File: src/rtl/decoder_rr_sched.sv
// Round-robin front end for a shared 7-bit-input decoder: grants one requester,
// holds its code on dec_in for DEC_LAT cycles, then returns the tagged result.
module decoder_rr_sched #(
   parameter  int N_REQ   = 4,
   parameter  int OUT_W   = 8,
   parameter  int DEC_LAT = 1,
   localparam int ID_W    = (N_REQ > 1) ? $clog2(N_REQ) : 1
) (
   input  logic               clock,
   input  logic               reset,
   input  logic [N_REQ-1:0]   req_valid,
   input  logic [7*N_REQ-1:0] req_code,
   output logic [N_REQ-1:0]   req_ready,
   output logic [6:0]         dec_in,
   input  logic [OUT_W-1:0]   dec_out,
   output logic               rsp_valid,
   input  logic               rsp_ready,
   output logic [ID_W-1:0]    rsp_id,
   output logic [OUT_W-1:0]   rsp_data,
   output logic               busy
);

   typedef enum logic [1:0] {IDLE, WAIT, RESP} state_t;

   state_t          state, state_nxt;
   logic [ID_W-1:0] ptr, ptr_nxt, winner, idx;
   logic [3:0]      cnt;
   logic            found, grant;
   logic [6:0]      codes [N_REQ];

   for (genvar i = 0; i < N_REQ; i++) begin : g_code
      assign codes[i] = req_code[7*i +: 7];
   end

   // First valid requester at or above ptr, wrapping at N_REQ-1.
   always_comb begin
      winner = ptr;
      found  = 1'b0;
      idx    = '0;
      for (int k = 0; k < N_REQ; k++) begin
         idx = ID_W'((int'(ptr) + k) % N_REQ);
         if (!found && req_valid[idx]) begin
            found  = 1'b1;
            winner = idx;
         end
      end
   end

   assign ptr_nxt = (winner == ID_W'(N_REQ - 1)) ? '0 : winner + 1'b1;

   always_ff @(posedge clock or posedge reset) begin
      if (reset) state <= IDLE;
      else       state <= state_nxt;
   end

   always_comb begin
      state_nxt = state;
      case (state)
         IDLE:    if (found)      state_nxt = WAIT;
         WAIT:    if (cnt == '0)  state_nxt = RESP;
         RESP:    if (rsp_ready)  state_nxt = IDLE;
         default:                 state_nxt = IDLE;
      endcase
   end

   // reset gates the grant so nothing is offered while the block is held in reset
   always_comb begin
      busy  = (state != IDLE);
      grant = (state == IDLE) && found && !reset;
      for (int i = 0; i < N_REQ; i++)
         req_ready[i] = grant && (winner == ID_W'(i));
   end

   always_ff @(posedge clock or posedge reset) begin
      if (reset) begin
         ptr       <= '0;
         cnt       <= '0;
         dec_in    <= '0;
         rsp_id    <= '0;
         rsp_data  <= '0;
         rsp_valid <= 1'b0;
      end else begin
         case (state)
            IDLE: if (found) begin
               dec_in <= codes[winner];
               rsp_id <= winner;
               cnt    <= 4'(DEC_LAT);
               ptr    <= ptr_nxt;
            end
            WAIT: begin
               if (cnt != '0) cnt <= cnt - 1'b1;
               else begin
                  rsp_data  <= dec_out;
                  rsp_valid <= 1'b1;
               end
            end
            RESP: if (rsp_ready) rsp_valid <= 1'b0;
            default: ;
         endcase
      end
   end

endmodule
File: config.mk
export PLATFORM = sky130hd
export DESIGN_NAME = decoder_rr_sched
export DESIGN_NICKNAME = d
export VERILOG_FILES = /design/src/rtl/decoder_rr_sched.sv
export SDC_FILE = /design/constraint.sdc
export NUM_CORES = 1
export LEC_CHECK = 0
export CORE_MARGIN = 3
export CORE_UTILIZATION = 42
export CTS_CLUSTER_DIAMETER = 120
export CTS_CLUSTER_SIZE = 28
export DETAILED_ROUTE_END_ITERATION = 6
export PLACE_DENSITY = 0.8
export SKIP_CTS_REPAIR_TIMING = 1
export SLEW_MARGIN = 10
export SYNTH_ARGS = -nofsm -noshare
export SYNTH_HDL_FRONTEND = slang
export SYNTH_SLANG_ARGS = --single-unit
File: constraint.sdc
create_clock -name clock -period 3.1 [get_ports clock]
set_clock_uncertainty 0.2 [all_clocks]
set_input_delay 0.465 -clock clock [delete_from_list [all_inputs] [get_ports clock]]
set_output_delay 0.465 -clock clock [all_outputs]
set_load 0.02 [all_outputs]
==> out/qor.csv, run 1 <==
stage;metric;value;unit
outcome;status;complete, no violations;
finish;final_common_cell;clkdlybuf4s50_1;
place;gp_congestion;0.8614;
logic_synthesis;netlist_area;1534;um2
clock_tree;path_clk_slew;140;ps
logic_synthesis;synthTopCellsByArea;dfrtp_1 (42%), mux2_2 (5.9%), mux2_4 (5.9%);
drt;wire_per_inst;15.55;um
timing;hold_slack;312.0;ps
timing;slew_viol_final;0;
logic_synthesis;synth-seq-cells;26;
drt;dr.pass1.iters;4;
logic_synthesis;ys_warn_count;0;
logic_synthesis;synthesis.nets;192;
grt;gr-total-overflow;0;
timing;setup_viol;0;
clock_tree;cts_buffers;3;
timing;rsz0062_at_grt;no;
power_and_ir_drop;powerDensity;887.0;nW/um2
place;pre_cts_ws;-285.7;ps
clock_tree;clk_path_buf_depth;2;
logic_synthesis;muxShareOfSynthArea;12.48;%
timing;final.period_utilization;94.41;%
finish;fin_util;71.50;%
grt;antenna_found_initial;0;
grt;grt_pass1_vias;1500;
finish;synthToLayoutAreaGrowth;59.22;%
floorplan;start_util;44.91;%
timing;max_freq;341.7;MHz
finish;fillers;248;
logic_synthesis;seq_area_frac_synth;42.41;%
timing;maxSlewHeadroom;55.70;%
place;place_area;2369;um2
clock_tree;cts_tree;built;
critical_path;critPathLaunchType;primary input;
timing;setup-tns-final;0;ps
critical_path;cp_data_arrival_time;2260;ps
hold_path;holdCritPathClass;flop to flop;
critical_path;worst_setup_path_end_kind;output pin;
floorplan;pin_count;66;
power_and_ir_drop;total_power;2.166;mW
logic_synthesis;synth.avg_cell_area;10.73;um2
hold_path;min_from;cnt[0];
floorplan;fp.dieH;66.44;um
grt;grt_first_pass_wirelength;6.906;mm
critical_path;r2r-start;ptr[1];
job;cap_violations;0;
drt;drt-vias-per-instance;5.358;
place;dp_hpwl;3.402;mm
floorplan;core;3416;um2
logic_synthesis;synthDistinctLibCells;40;
drt;drc;0;
timing;setup_ws;173.2;ps
critical_path;worstSetupPathType;primary input to output pin;
logic_synthesis;synth-xor-area-share;1.142;%
critical_path;cp_max_fo;4;
logic_synthesis;synth_top_area_share;42.41;%
logic_synthesis;synth_top_family_by_area;compound AO/OA/AOI/OAI gates;
power_and_ir_drop;power.static_leakage;1.149;nW
floorplan;rows;21;
hold_path;hold_end;cnt[0];
timing;fin_crit;2927;ps
logic_synthesis;synth_compound_area_share;17.62;%
logic_synthesis;synth_top_area_cell;dfrtp_1;
floorplan;chipWidth;66.44;um
place;placedCellCount;270;
clock_tree;root_buffer;clkbuf_4;
grt;gr-usage-all-layers;20.77;%
finish;stdcell_count;274;
logic_synthesis;syn_inst;143;
clock_tree;numClockSinks;26;
logic_synthesis;synth_adder_area_share;4.894;%
finish;finalNetCount;278;
clock_tree;htreeDepth;1;
finish;layout_common_cells;clkdlybuf4s50_1 (60), dfrtp_1 (26), buf_4 (22);
hold_path;hold_path_depth;1;
drt;drtAntennaViolNets;0;
finish;drive_above_1_share;21.05;%
critical_path;cp.required;2430;ps
power_and_ir_drop;ir_drop;538.6;uV
critical_path;rr_endpoint;dec_in[5];
drt;drtIter0Drc;52;
timing;worst_pin_slew;662.1;ps
critical_path;timing.reg2reg.worst_path_depth;6;
floorplan;fp.dieArea;4414;um2
logic_synthesis;synthSimpleGateAreaFrac;17.46;%
place;port_buffers;65;
timing;hold_viol_final;0;
finish;design_area;2442;um2
finish;antennaDiodeCount;0;
drt;vias;1468;
drt;drt_wl_total;4.260;mm
grt;grt_max_degree;27;
clock_tree;clkLatencyLatePin;320;ps
critical_path;r2r_slack;690;ps
==> routing by layer <==
layer	track usage, %	share of wire [%]
met1	24.68	38
met2	36.56	53
met3	4.932	6.5
met4	6.599	2.3
met5	0	0
==> state kept, by name (all words and copies together) (netlist names) <==
name / flops
rsp_id: 2
dec_in: 7
state: 2
rsp_valid: 1
ptr: 2
rsp_data: 8
cnt: 4
==> critical path: stages <==
cell,delay (ps)
clkdlybuf4s50_1,580
nor3_4,70
a2111o_1,490
nand2_8,100
inv_1,60
ha_1,160
and3_1,130
dlymetal6s2s_1,200
==> worst max-delay path by stage <==
| stage | start | end | cells after the start |
|---|---|---|---|
| floorplan | req_valid[3] | req_ready[0] | 8 |
| global placement | req_valid[3] | req_ready[0] | 8 |
| detailed placement | req_valid[3] | req_ready[2] | 7 |
| CTS | req_valid[3] | req_ready[3] | 8 |
| global route | req_valid[0] | req_ready[0] | 8 |
| finish | req_valid[2] | req_ready[0] | 8 |
==> report_power, final <==
part           internal (mW)  total [mW]  switching, mW  leakage (nW)
Clock                  0.131       0.228         0.0977        0.0279
Sequential             0.502       0.616          0.114         0.313
Combinational          0.670        1.32          0.653         0.808
==> final cells by class <==
class | count | area, um2 | area share (%)
clock buffer | 3 | 22.52 | 0.9221
clock inverter | 1 | 30.03 | 1.230
inverter | 6 | 22.52 | 0.9221
multi-input combinational | 105 | 830.8 | 34.02
sequential | 26 | 650.6 | 26.64
tap | 46 | 57.56 | 2.357
timing repair buffer | 87 | 828.3 | 33.91
==> synthesized netlist by cell type <==
cell and count:
ha_1 6, o21ai_4 1, nor4_2 1, o2bb2ai_1 1, or3b_1 1, nor3_4 1, buf_6 1, inv_1 6
nand2b_1 1, nand2_1 8, buf_2 1, a21o_1 1, dfrtp_1 26, and3_1 4, nor2b_2 1, nor2b_1 4
o21a_1 1, nand3b_1 1, a2111o_1 1, clkbuf_1 2, a21boi_0 1, o31ai_1 1, nand3_1 8, nor4_1 1
or2_1 2, a31o_1 1, o21ai_0 11, xor2_1 1, xnor2_1 1, mux2_4 6, nor3b_1 2, nand2_8 1
o21bai_1 2, mux2_1 1, a2111oi_2 1, a21oi_1 8, nor2_1 9, buf_4 2, mux2_2 8, a221o_1 7
==> kinds of logic after synthesis <==
family | after synthesis
flops | 26
fa+ha+maj | 6
compound gates | 37
xor+xnor | 2
mux | 15
simple gates | 45
buf+inv | 12
(Power assumes the default switching activity.)
==> run 2: changes to the inputs <==
Clock period 3.1 ns to 3 ns, I/O delays scaled along.
==> run 2 against run 1 <==
Against the previous run:
- critical path depth unchanged
- routed wire length increased by 2.1%
- non-clock buffer count increased by 1
- first-iteration DRC count up 65%
- final cell count up 0.36%
- critical path type unchanged
- largest power group unchanged
==> out/qor.csv, run 2 (synthesized netlist as in run 1, its figures left out) <==
stage;metric;value;unit
outcome;status;complete, no violations;
timing;worst_pin_slew;648.1;ps
timing;hold_slack;296.9;ps
critical_path;cp_data_arrival_time;2280;ps
drt;vias;1470;
finish;design_area;2444;um2
critical_path;cpMaxStageDelayCell;clkdlybuf4s50_1;
timing;slew_viol_final;0;
drt;drc;0;
finish;reg.largest.list;rsp_data x8, dec_in x7, cnt x4;
finish;largest_reg_flops;8;
grt;gr-usage-all-layers;20.95;%
clock_tree;clkLatencyLatePin;330;ps
finish;drive_above_1_share;20.52;%
clock_tree;numClockSinks;26;
critical_path;worst_setup_path_end_kind;output pin;
drt;drt-vias-per-instance;5.345;
finish;finalNetCount;279;
floorplan;fp.dieArea;4414;um2
finish;largest-register;rsp_data;
timing;setup_viol;0;
critical_path;critPathLaunchType;primary input;
power_and_ir_drop;power.static_leakage;1.159;nW
clock_tree;path_clk_slew;150;ps
timing;final.period_utilization;97.55;%
timing;maxSlewHeadroom;56.63;%
power_and_ir_drop;powerDensity;919.3;nW/um2
drt;drt_wl_total;4.351;mm
floorplan;rows;21;
timing;hold_viol_final;0;
floorplan;start_util;44.91;%
finish;fillers;252;
drt;drtIter0Drc;86;
finish;antennaDiodeCount;0;
job;cap_violations;0;
floorplan;chipWidth;66.44;um
grt;grt_first_pass_wirelength;7.010;mm
clock_tree;root_buffer;clkbuf_4;
floorplan;pin_count;66;
place;port_buffers;65;
grt;grt_pass1_vias;1571;
grt;gr-total-overflow;0;
clock_tree;cts_buffers;3;
critical_path;worstSetupPathType;primary input to output pin;
timing;fin_crit;2926;ps
place;gp_congestion;0.8791;
clock_tree;htreeDepth;1;
finish;layout_common_cells;clkdlybuf4s50_1 (59), dfrtp_1 (26), buf_4 (23);
drt;wire_per_inst;15.82;um
place;place_area;2369;um2
clock_tree;cts_tree;built;
finish;synthToLayoutAreaGrowth;59.30;%
floorplan;fp.dieH;66.44;um
power_and_ir_drop;ir_drop;417.8;uV
place;dp_hpwl;3.405;mm
place;placedCellCount;270;
timing;max_freq;341.7;MHz
clock_tree;clk_path_buf_depth;2;
critical_path;cp_cell_sequence;clkdlybuf4s50_1 > nor2b_1 > a2111o_1 > nand2_8 > inv_1 > ha_1 > and3_1 > dlymetal6s2s_1;
grt;grt_max_degree;27;
drt;drtAntennaViolNets;0;
grt;antenna_found_initial;0;
finish;stdcell_count;275;
critical_path;cp.required;2350;ps
timing;setup-tns-final;0;ps
hold_path;holdCritPathClass;flop to flop;
floorplan;core;3416;um2
critical_path;cp_max_fo;5;
drt;dr.pass1.iters;4;
finish;final_common_cell;clkdlybuf4s50_1;
critical_path;cp_slowest_stage_delay;480;ps
run 2: changes by cell type in the layout (fill, tap and decap cells not counted), sizes merged:
cell	delta
buf	+1
clkdlybuf4s50	-1
dlymetal6s2s	+1
run 2: area by class of cell:
class	instances	area (um2)	area share, %
clock buffers	3	22.52	0.9217
inverters	6	22.52	0.9217
well taps	46	57.56	2.355
multi-input cells	105	822.0	33.64
flip-flops and latches	26	650.6	26.63
repair buffers	88	838.3	34.31
clock inverters	1	30.03	1.229
run 2: final timing paths:
kind	from	endpoint	slack (ps)	cells past startpoint
worst max-delay path	req_valid[0]	req_ready[1]	70	8
worst min-delay path	rsp_id[0]	rsp_id[0]	300	1
worst max register to register	ptr[1]	dec_in[6]	580	6
worst min register to register	rsp_id[0]	rsp_id[0]	300	1
max in group asynchronous	reset	cnt[3]	1930	3
min in group asynchronous	reset	dec_in[4]	410	3
run 2: where the power goes:
part           switching, mW  internal, mW  leakage [nW]  total (mW)
registers              0.117         0.519         0.313       0.636
clock network          0.105         0.135        0.0279       0.240
logic                  0.677         0.693         0.817        1.37
run 2: critical path: cells and delay by family:
family | cells | cell delay, ps
adders and majority gates | 1 | 170
buffers and inverters | 3 | 760
AOI/OAI and AO/OA | 1 | 450
and+or+nand+nor | 3 | 430
run 2: through the flow:
step | util (%) | setup slack [ps] | power [mW]
floorplan | - | 611.0 | 1.418
global placement | 69.34 | -293.0 | 1.947
CTS | 70.88 | -404.1 | 2.251
global route | 71.54 | -55.15 | 2.384
finish | 71.54 | 73.54 | 2.246
detailed placement | 69.34 | -389.9 | 2.003
run 2: routing by layer:
metal	GRT usage, %	wire length, um	vias to the layer above
li1	-	-	693
met1	24.02	1689	703
met2	38.17	2293	64
met3	4.592	296	10
met4	6.599	72	0
met5	0	0	-
==> run 3: changes to the inputs <==
Settings changed: CORE_UTILIZATION 42 to 41, CTS_CLUSTER_DIAMETER 120 to 80, PLACE_DENSITY 0.8 to 0.78.
==> run 3 against run 2 <==
Against the previous run:
- setup slack gained 60 ps
- critical endpoint is now req_ready[0]
- critical path depth is the same
- largest power group unchanged
- total power shrank 2.2%
- largest cell class unchanged
- global-route usage is 2.4 points lower
==> out/qor.csv, run 3 (synthesized netlist as in run 1, its figures left out) <==
stage;metric;value;unit
floorplan;chipWidth;67.17;um
place;placedCellCount;267;
drt;drc;0;
timing;worst_pin_slew;629.8;ps
finish;regArea;650.6;um2
timing;slew_viol_final;0;
critical_path;rr_endpoint;dec_in[2];
drt;drtAntennaViolNets;0;
finish;final_common_cell;clkdlybuf4s50_1;
finish;reg.largest.list;rsp_data x8, dec_in x7, cnt x4;
floorplan;start_util;44.23;%
drt;drtIter0Drc;56;
hold_path;holdCritPathClass;primary input to async pin;
clock_tree;path_clk_slew;80;ps
grt;gr-usage-all-layers;18.59;%
drt;dr.pass1.iters;4;
power_and_ir_drop;power.static_leakage;1.151;nW
drt;drt_wl_total;3.997;mm
timing;hold_viol_final;0;
timing;setup_viol;0;
timing;hold_slack;176.3;ps
grt;grt_pass1_vias;1422;
timing;fin_crit;2866;ps
grt;gr-total-overflow;0;
power_and_ir_drop;p_clk_share;10.0;%
finish;fillers;280;
clock_tree;clk_path_buf_depth;2;
finish;antennaDiodeCount;0;
power_and_ir_drop;p_sw;0.8691;mW
clock_tree;root_buffer;clkbuf_8;
floorplan;core;3468;um2
floorplan;pin_count;66;
drt;drt-vias-per-instance;5.092;
place;place_area;2346;um2
timing;final.period_utilization;95.53;%
critical_path;worst_setup_path_end_kind;output pin;
place;gp_congestion;0.8787;
critical_path;cp_max_fo;5;
clock_tree;clkLatencyLatePin;260;ps
critical_path;timing.reg2reg.worst_path_depth;6;
grt;grt_first_pass_wirelength;6.361;mm
grt;antenna_found_initial;0;
finish;largest-register;rsp_data;
critical_path;cp_data_arrival_time;2220;ps
grt;grt_max_degree;26;
power_and_ir_drop;p_seq_share;29.7;%
finish;synthToLayoutAreaGrowth;58.48;%
finish;design_area;2431;um2
power_and_ir_drop;ir_drop;571.1;uV
clock_tree;cts_buffers;3;
power_and_ir_drop;powerDensity;904.0;nW/um2
timing;setup-tns-final;0;ps
critical_path;cp.required;2350;ps
floorplan;rows;21;
drt;wire_per_inst;14.64;um
drt;vias;1390;
floorplan;fp.dieArea;4511;um2
floorplan;fp.dieH;67.17;um
finish;largest_reg_flops;8;
power_and_ir_drop;p_comb_share;60.3;%
finish;stdcell_count;273;
clock_tree;htreeDepth;1;
finish;finalNetCount;277;
power_and_ir_drop;intPower;1.329;mW
clock_tree;cts_tree;built;
finish;multi_input_area;822.0;um2
power_and_ir_drop;p_sw_share;39.55;%
finish;drive_above_1_share;19.82;%
critical_path;worstSetupPathType;primary input to output pin;
timing;maxSlewHeadroom;57.93;%
place;port_buffers;65;
place;dp_hpwl;3.272;mm
timing;max_freq;348.9;MHz
critical_path;r2r_slack;500;ps
outcome;status;complete, no violations;
timing;rsz0062_at_grt;no;
critical_path;r2r-start;ptr[1];
clock_tree;numClockSinks;26;
critical_path;critPathLaunchType;primary input;
finish;layout_common_cells;clkdlybuf4s50_1 (59), dfrtp_1 (26), buf_4 (21);
job;cap_violations;0;
==> run 3: changes by cell type in the layout (fill, tap and decap cells not counted) <==
cell / previous run / this run
clkbuf_8: 0 / 4
clkbuf_4: 3 / 0
buf_4: 23 / 21
bufinv_16: 1 / 0
==> run 3: how the worst max path moves through the flow <==
| stage | from | slack [ps] | cells after the start | end |
|---|---|---|---|---|
| 3_5_place_dp | req_valid[3] | -440 | 9 | req_ready[3] |
| 2_1_floorplan | req_valid[3] | 610 | 8 | req_ready[0] |
| 4_1_cts | req_valid[3] | -450 | 9 | req_ready[3] |
| 6_report | req_valid[0] | 130 | 8 | req_ready[0] |
| 5_1_grt | req_valid[0] | 40 | 8 | req_ready[0] |
| 3_3_place_gp | req_valid[3] | -240 | 8 | req_ready[0] |
==> run 3: final cells by class <==
type                            count  area share (%)
Multi-Input combinational cell    105           33.81
Clock buffer                        4           2.265
Inverter                            6          0.9264
Tap cell                           46           2.367
Timing Repair Buffer               86           33.87
Sequential cell                    26           26.76
==> run 3: through the flow <==
| step | setup WS (ps) | power (mW) | utilization [%] |
|---|---|---|---|
| 6_report | 134.0 | 2.198 | 70.09 |
| 5_1_grt | 42.24 | 2.362 | 70.09 |
| 4_1_cts | -446.8 | 2.199 | 69.23 |
| 3_5_place_dp | -443.4 | 1.970 | 67.64 |
| 3_3_place_gp | -239.0 | 1.914 | 67.64 |
| 2_1_floorplan | 611.0 | 1.418 | - |
==> run 3: worst max-delay path, cell delays in order <==
cell             delay (ps)
clkdlybuf4s50_1         470
nor2b_1                 180
a2111o_1                450
nand2_8                 100
inv_1                    60
ha_1                    170
and3_1                  140
dlymetal6s2s_1          200
==> run 3: metal layers <==
layer	up-vias	GRT usage, %	share of wire [%]
li1	685	-	-
met1	665	23.60	43
met2	38	32.39	52
met3	2	4.326	4.3
met4	0	3.544	0.15
met5	-	0	0
==> run 3: power groups by stage <==
stage / Sequential [mW] / Combinational [mW] / Clock (mW)
after floorplan: 0.761 / 0.657 / 0
after global placement: 0.647 / 1.27 / 0
after detailed placement: 0.654 / 1.32 / 0
after CTS: 0.651 / 1.32 / 0.229
after global routing: 0.674 / 1.45 / 0.242
final: 0.653 / 1.33 / 0.219
==> patch 1: new RTL, settings of run 2 <==
Re-encode `state_t` (3 states) as one-hot, 3 bits wide.
--- a/src/rtl/decoder_rr_sched.sv
+++ b/src/rtl/decoder_rr_sched.sv
@@ -21,5 +21,5 @@
 );
 
-   typedef enum logic [1:0] {IDLE, WAIT, RESP} state_t;
+   typedef enum logic [2:0] {IDLE = 3'b001, WAIT = 3'b010, RESP = 3'b100} state_t;
 
    state_t          state, state_nxt;
Behaviour: same outputs for any inputs over 4 cycles, from zero or initial values and one cycle with reset high; so few cycles prove little.
==> patch 1 against run 2 <==
- total power is 7.7% lower
- worst setup slack better by 0.041 ns
- hold slack worse by 0.14 ns
- non-clock buffer count is 7 lower
- sequential cell count is 1 higher
- sequential power is 5.7% higher
- area after synthesis is 3.1% lower
- cell area is 5.2% lower
- routed wire length is 13% lower
- count of clock-buffer cells in the layout stayed put
- critical endpoint is now req_ready[0]
==> patch 1: results (changes against run 2) <==
Outcome
  • Outcome: finished clean

Synthesis
  • Post-synthesis xor/xnor area fraction: 1.178% (+0.037 points)
  • Syn_nets: 191 (-0.52%)
  • Top cells by count, synth: 26 x dfrtp_1, 15 x nand2_1, 14 x mux2i_1
  • Area contributors post-synth: dfrtp_1 44%, mux2i_1 9.4%, mux2_2 6.1%, ha_1 5.1%, o221ai_1 4.7%
  • Synth Area in Compound Gates: 12.71% (-4.9 points)
  • Multiplexer share of the synthesized area: 15.49% (+3.0 points)
  • Synth unique cells: 31 (-23%)

Die
  • Row Count: 20 (-4.8%)

Finish
  • Buffers excl. clock: 81 (-8.0%)
  • ClkCell Share: 1.189% (-0.96 points)
  • Fillcell total: 253 (+0.40%)
  • Non-clock buffer share: 33.71% (-0.59 points)
  • Inverters: 9 (+3)
  • Fraction of area in registers: 29.23% (+2.6 points)
  • Footprint of the multi-input gates: 742.0 sq um (-9.7%)
  • Fin nets: 273 (-2.2%)
  • Fraction of layout cells with a size suffix above 1: 13.90% (-6.6 points)
  • #MultiIn Comb: 102 (-2.9%)
  • Fraction of area in multi-input gates: 32.04% (-1.6 points)

Power and ir drop
  • Static leakage: 1.112 nW (-4.0%)
  • Net load switching power: 0.0008567 W (-4.7%)
  • Seq. pwr: 0.000672 W (+5.7%)

Hold path
  • Hold Crit Class: input port to async pin

Critical path
  • Reg2reg setup slack: 0.76 ns (+0.18 ns)
  • Worst R2R End: rsp_data[4]
  • Critical Path AT: 2.24 ns (-0.04 ns)
  • Crit-path max FO: 7 (+2)
  • Reg-to-reg startpoint: cnt[0]
  • Worst r2r path cells: 5 (-1)
  • Crit path from: req_valid[3]

Placement
  • Post-place instance area: 0.002278 sq mm (-3.8%)
  • DP Wirelength: 3162 um (-7.1%)
  • RD Place Congestion: 0.7682 (-13%)

Global route
  • Largest net degree at the start of global routing: 22 (-19%)
  • Vias in the first global route: 1394 (-11%)
  • First-pass GRT wire length: 6299 um (-10%)
  • Gr usage total: 18.90% (-2.0 points)

Route
  • Final WL: 3800 um (-13%)
  • Vias/cell: 5.109 (-4.4%)

STA
  • Final setup margin: 0.1149 ns (+0.04135 ns)
  • Worst slew margin: 64.27% (+7.6 points)

Clocking
  • Clk sinks: 27 (+3.8%)
==> patch 1: changes by cell type after synthesis, moves of 5 or more <==
cell      before  now
mux2i_1        0   14
o221ai_1       0    8
a221o_1        7    0
nand2_1        8   15
mux2_4         6    0
nand3_1        8    3
==> patch 1: cell families after synthesis <==
kind of cell | Yosys count
compound gates | 27
xor+xnor | 2
fa+ha+maj | 6
buf+inv | 13
flops | 27
mux | 22
simple gates | 45
==> patch 1: metrics by stage <==
| step | TNS [ns] | power, W | std cells |
|---|---|---|---|
| floorplan | 0 | 0.001404 | 142 |
| global placement | -0.4353 | 0.001888 | 263 |
| detailed placement | -0.8288 | 0.001929 | 263 |
| CTS | -0.8670 | 0.002093 | 267 |
| global route | 0 | 0.002242 | 267 |
| finish | 0 | 0.002073 | 267 |
==> patch 1: per-layer routing <==
layer	up-vias	GRT usage [%]	share of wire, %
li1	672	-	-
met1	650	24.45	42
met2	38	30.85	51
met3	4	5.128	5.8
met4	0	5.699	0.82
met5	-	0	0
==> patch 2: new RTL, flow settings as in run 2 <==
Without the edit above. Change the parameter `OUT_W` from 8 to 12.
--- a/src/rtl/decoder_rr_sched.sv
+++ b/src/rtl/decoder_rr_sched.sv
@@ -3,5 +3,5 @@
 module decoder_rr_sched #(
    parameter  int N_REQ   = 4,
-   parameter  int OUT_W   = 8,
+   parameter  int OUT_W   = 12,
    parameter  int DEC_LAT = 1,
    localparam int ID_W    = (N_REQ > 1) ? $clog2(N_REQ) : 1
Ports: changed (resized dec_out and rsp_data); port bits go from 66 to 74. The function was not compared with the original's and may differ.
==> patch 2 against run 2 <==
- sequential power is 16% higher
- sequential cell count is 4 higher
- synthesized cell count is 5.6% higher
- first-iteration DRC count is 31% lower
- area after synthesis is 9.8% higher
- total power is 10% higher
- combinational power is 6% higher
- worst setup slack better by 0.041 ns
- critical path depth stayed put
- maximum frequency is 1.4% higher
- count of clock-buffer cells in the layout is 4 higher
- cell area is 9.2% higher
- routed wire length is 5.8% lower
- non-clock buffer count is 4 higher
- largest cell class unchanged
==> patch 2: results (changes against run 2) <==
Global route
  • Met3 Use GR: 6.232% (+1.6 points)
  • GR Layer Usage met2: 27.65% (-11 points)
  • Largest net degree at the start of global routing: 31 (+15%)
  • Vias in the first global route: 1498 (-4.6%)
  • Gr usage total: 17.73% (-3.2 points)
  • GR Util met1: 23.28% (-0.74 points)
  • First-pass GRT wire length: 6969 um (-0.58%)

Placement
  • DP Wirelength: 3204 um (-5.9%)
  • Post-place instance area: 0.002579 sq mm (+8.9%)
  • RD Place Congestion: 0.7927 (-9.8%)
  • Pre-CTS WS: -0.3313 ns (+0.05862 ns)
  • I/O Buffers: 73 (+12%)

Clocking
  • H-Tree Level Count: 2 (+1)
  • TritonCTS Buffers: 5 (+2)
  • CTS clk-pin slew, worst paths: 0.06 ns (-0.09 ns)
  • Worst skew pair latency: 0.27 ns (-0.06 ns)

Critical path
  • Crit-path max FO: 4 (-1)
  • Critical Path AT: 2.24 ns (-0.04 ns)

Route
  • Met2 wire length: 1889 um (-18%)
  • WL met1: 1885 um (+12%)
  • Vias/cell: 5.106 (-4.5%)
  • Met3 routed wirelength: 287 um (-3.0%)
  • Routed len/inst: 14.04 um (-11%)

Synthesis
  • Syn_area_per_cell: 11.15 sq um (+4.0%)
  • Sequential share of the synthesized area: 44.58% (+2.2 points)
  • Syn_nets: 204 (+6.3%)
  • Area contributors post-synth: dfrtp_1 45%, mux2_2 8.0%, mux2_4 6.2%, ha_1 4.5%, a221o_1 4.2%
  • Top cells by count, synth: 30 x dfrtp_1, 12 x mux2_2, 11 x o21ai_0

Outcome
  • Outcome: finished clean

Power and ir drop
  • Peak VDD IR: 0.4786 mV (+15%)
  • Static leakage: 1.245 nW (+7.4%)

Finish
  • Regs by FF count: rsp_data (12), dec_in (7), cnt (4)
  • Fraction of layout cells with a size suffix above 1: 20.08% (-0.44 points)
  • Fin nets: 297 (+6.5%)

STA
  • Worst slew margin: 55.62% (-1.0 points)
patch 2: report_power, final:
part,total [W],internal (W),switching (W),leakage [nW]
Sequential,0.000738,0.000604,0.000134,0.360
Combinational,0.00145,0.000756,0.000691,0.846
Clock,0.000294,0.000159,0.000135,0.0383
Total,0.00248,0.00152,0.000959,1.24
patch 2: final cells by class:
type                       count  area (sq um)
clock buffer                   7         76.32
fill                         280          1104
inverter                       6         22.52
multi-input combinational    109         872.1
sequential                    30         750.7
tap                           48         60.06
timing repair buffer          92         885.9
patch 2: final timing paths:
kind / startpoint / endpoint / slack (ns) / cells past startpoint
setup / recovery: req_valid[2] / req_ready[1] / 0.11 / 8
hold / removal: rsp_id[0] / rsp_id[0] / 0.27 / 1
setup reg to reg: ptr[1] / dec_in[6] / 0.60 / 6
hold reg to reg: rsp_id[0] / rsp_id[0] / 0.27 / 1
max in group asynchronous: reset / rsp_data[4] / 1.85 / 3
min in group asynchronous: reset / dec_in[1] / 0.48 / 3
patch 2: worst max-delay path, stage by stage:
cell	delay [ns]
clkdlybuf4s50_1	0.58
nor3_4	0.07
a2111o_1	0.49
nand2_8	0.10
inv_1	0.06
ha_1	0.17
and3_1	0.13
dlymetal6s2s_1	0.20
patch 2: cells by family (layout without fill, tap and decap cells):
logic type / count (synthesis) / in the layout / synth area share [%]
and+or+nand+nor: 45 / 45 / 15.97
AOI/OAI and AO/OA: 37 / 37 / 16.05
DFF: 30 / 30 / 44.58
muxes: 19 / 19 / 14.26
buffers and inverters: 12 / 105 / 3.640
adders and majority gates: 6 / 6 / 4.458
xor gates and xnor gates: 2 / 2 / 1.040
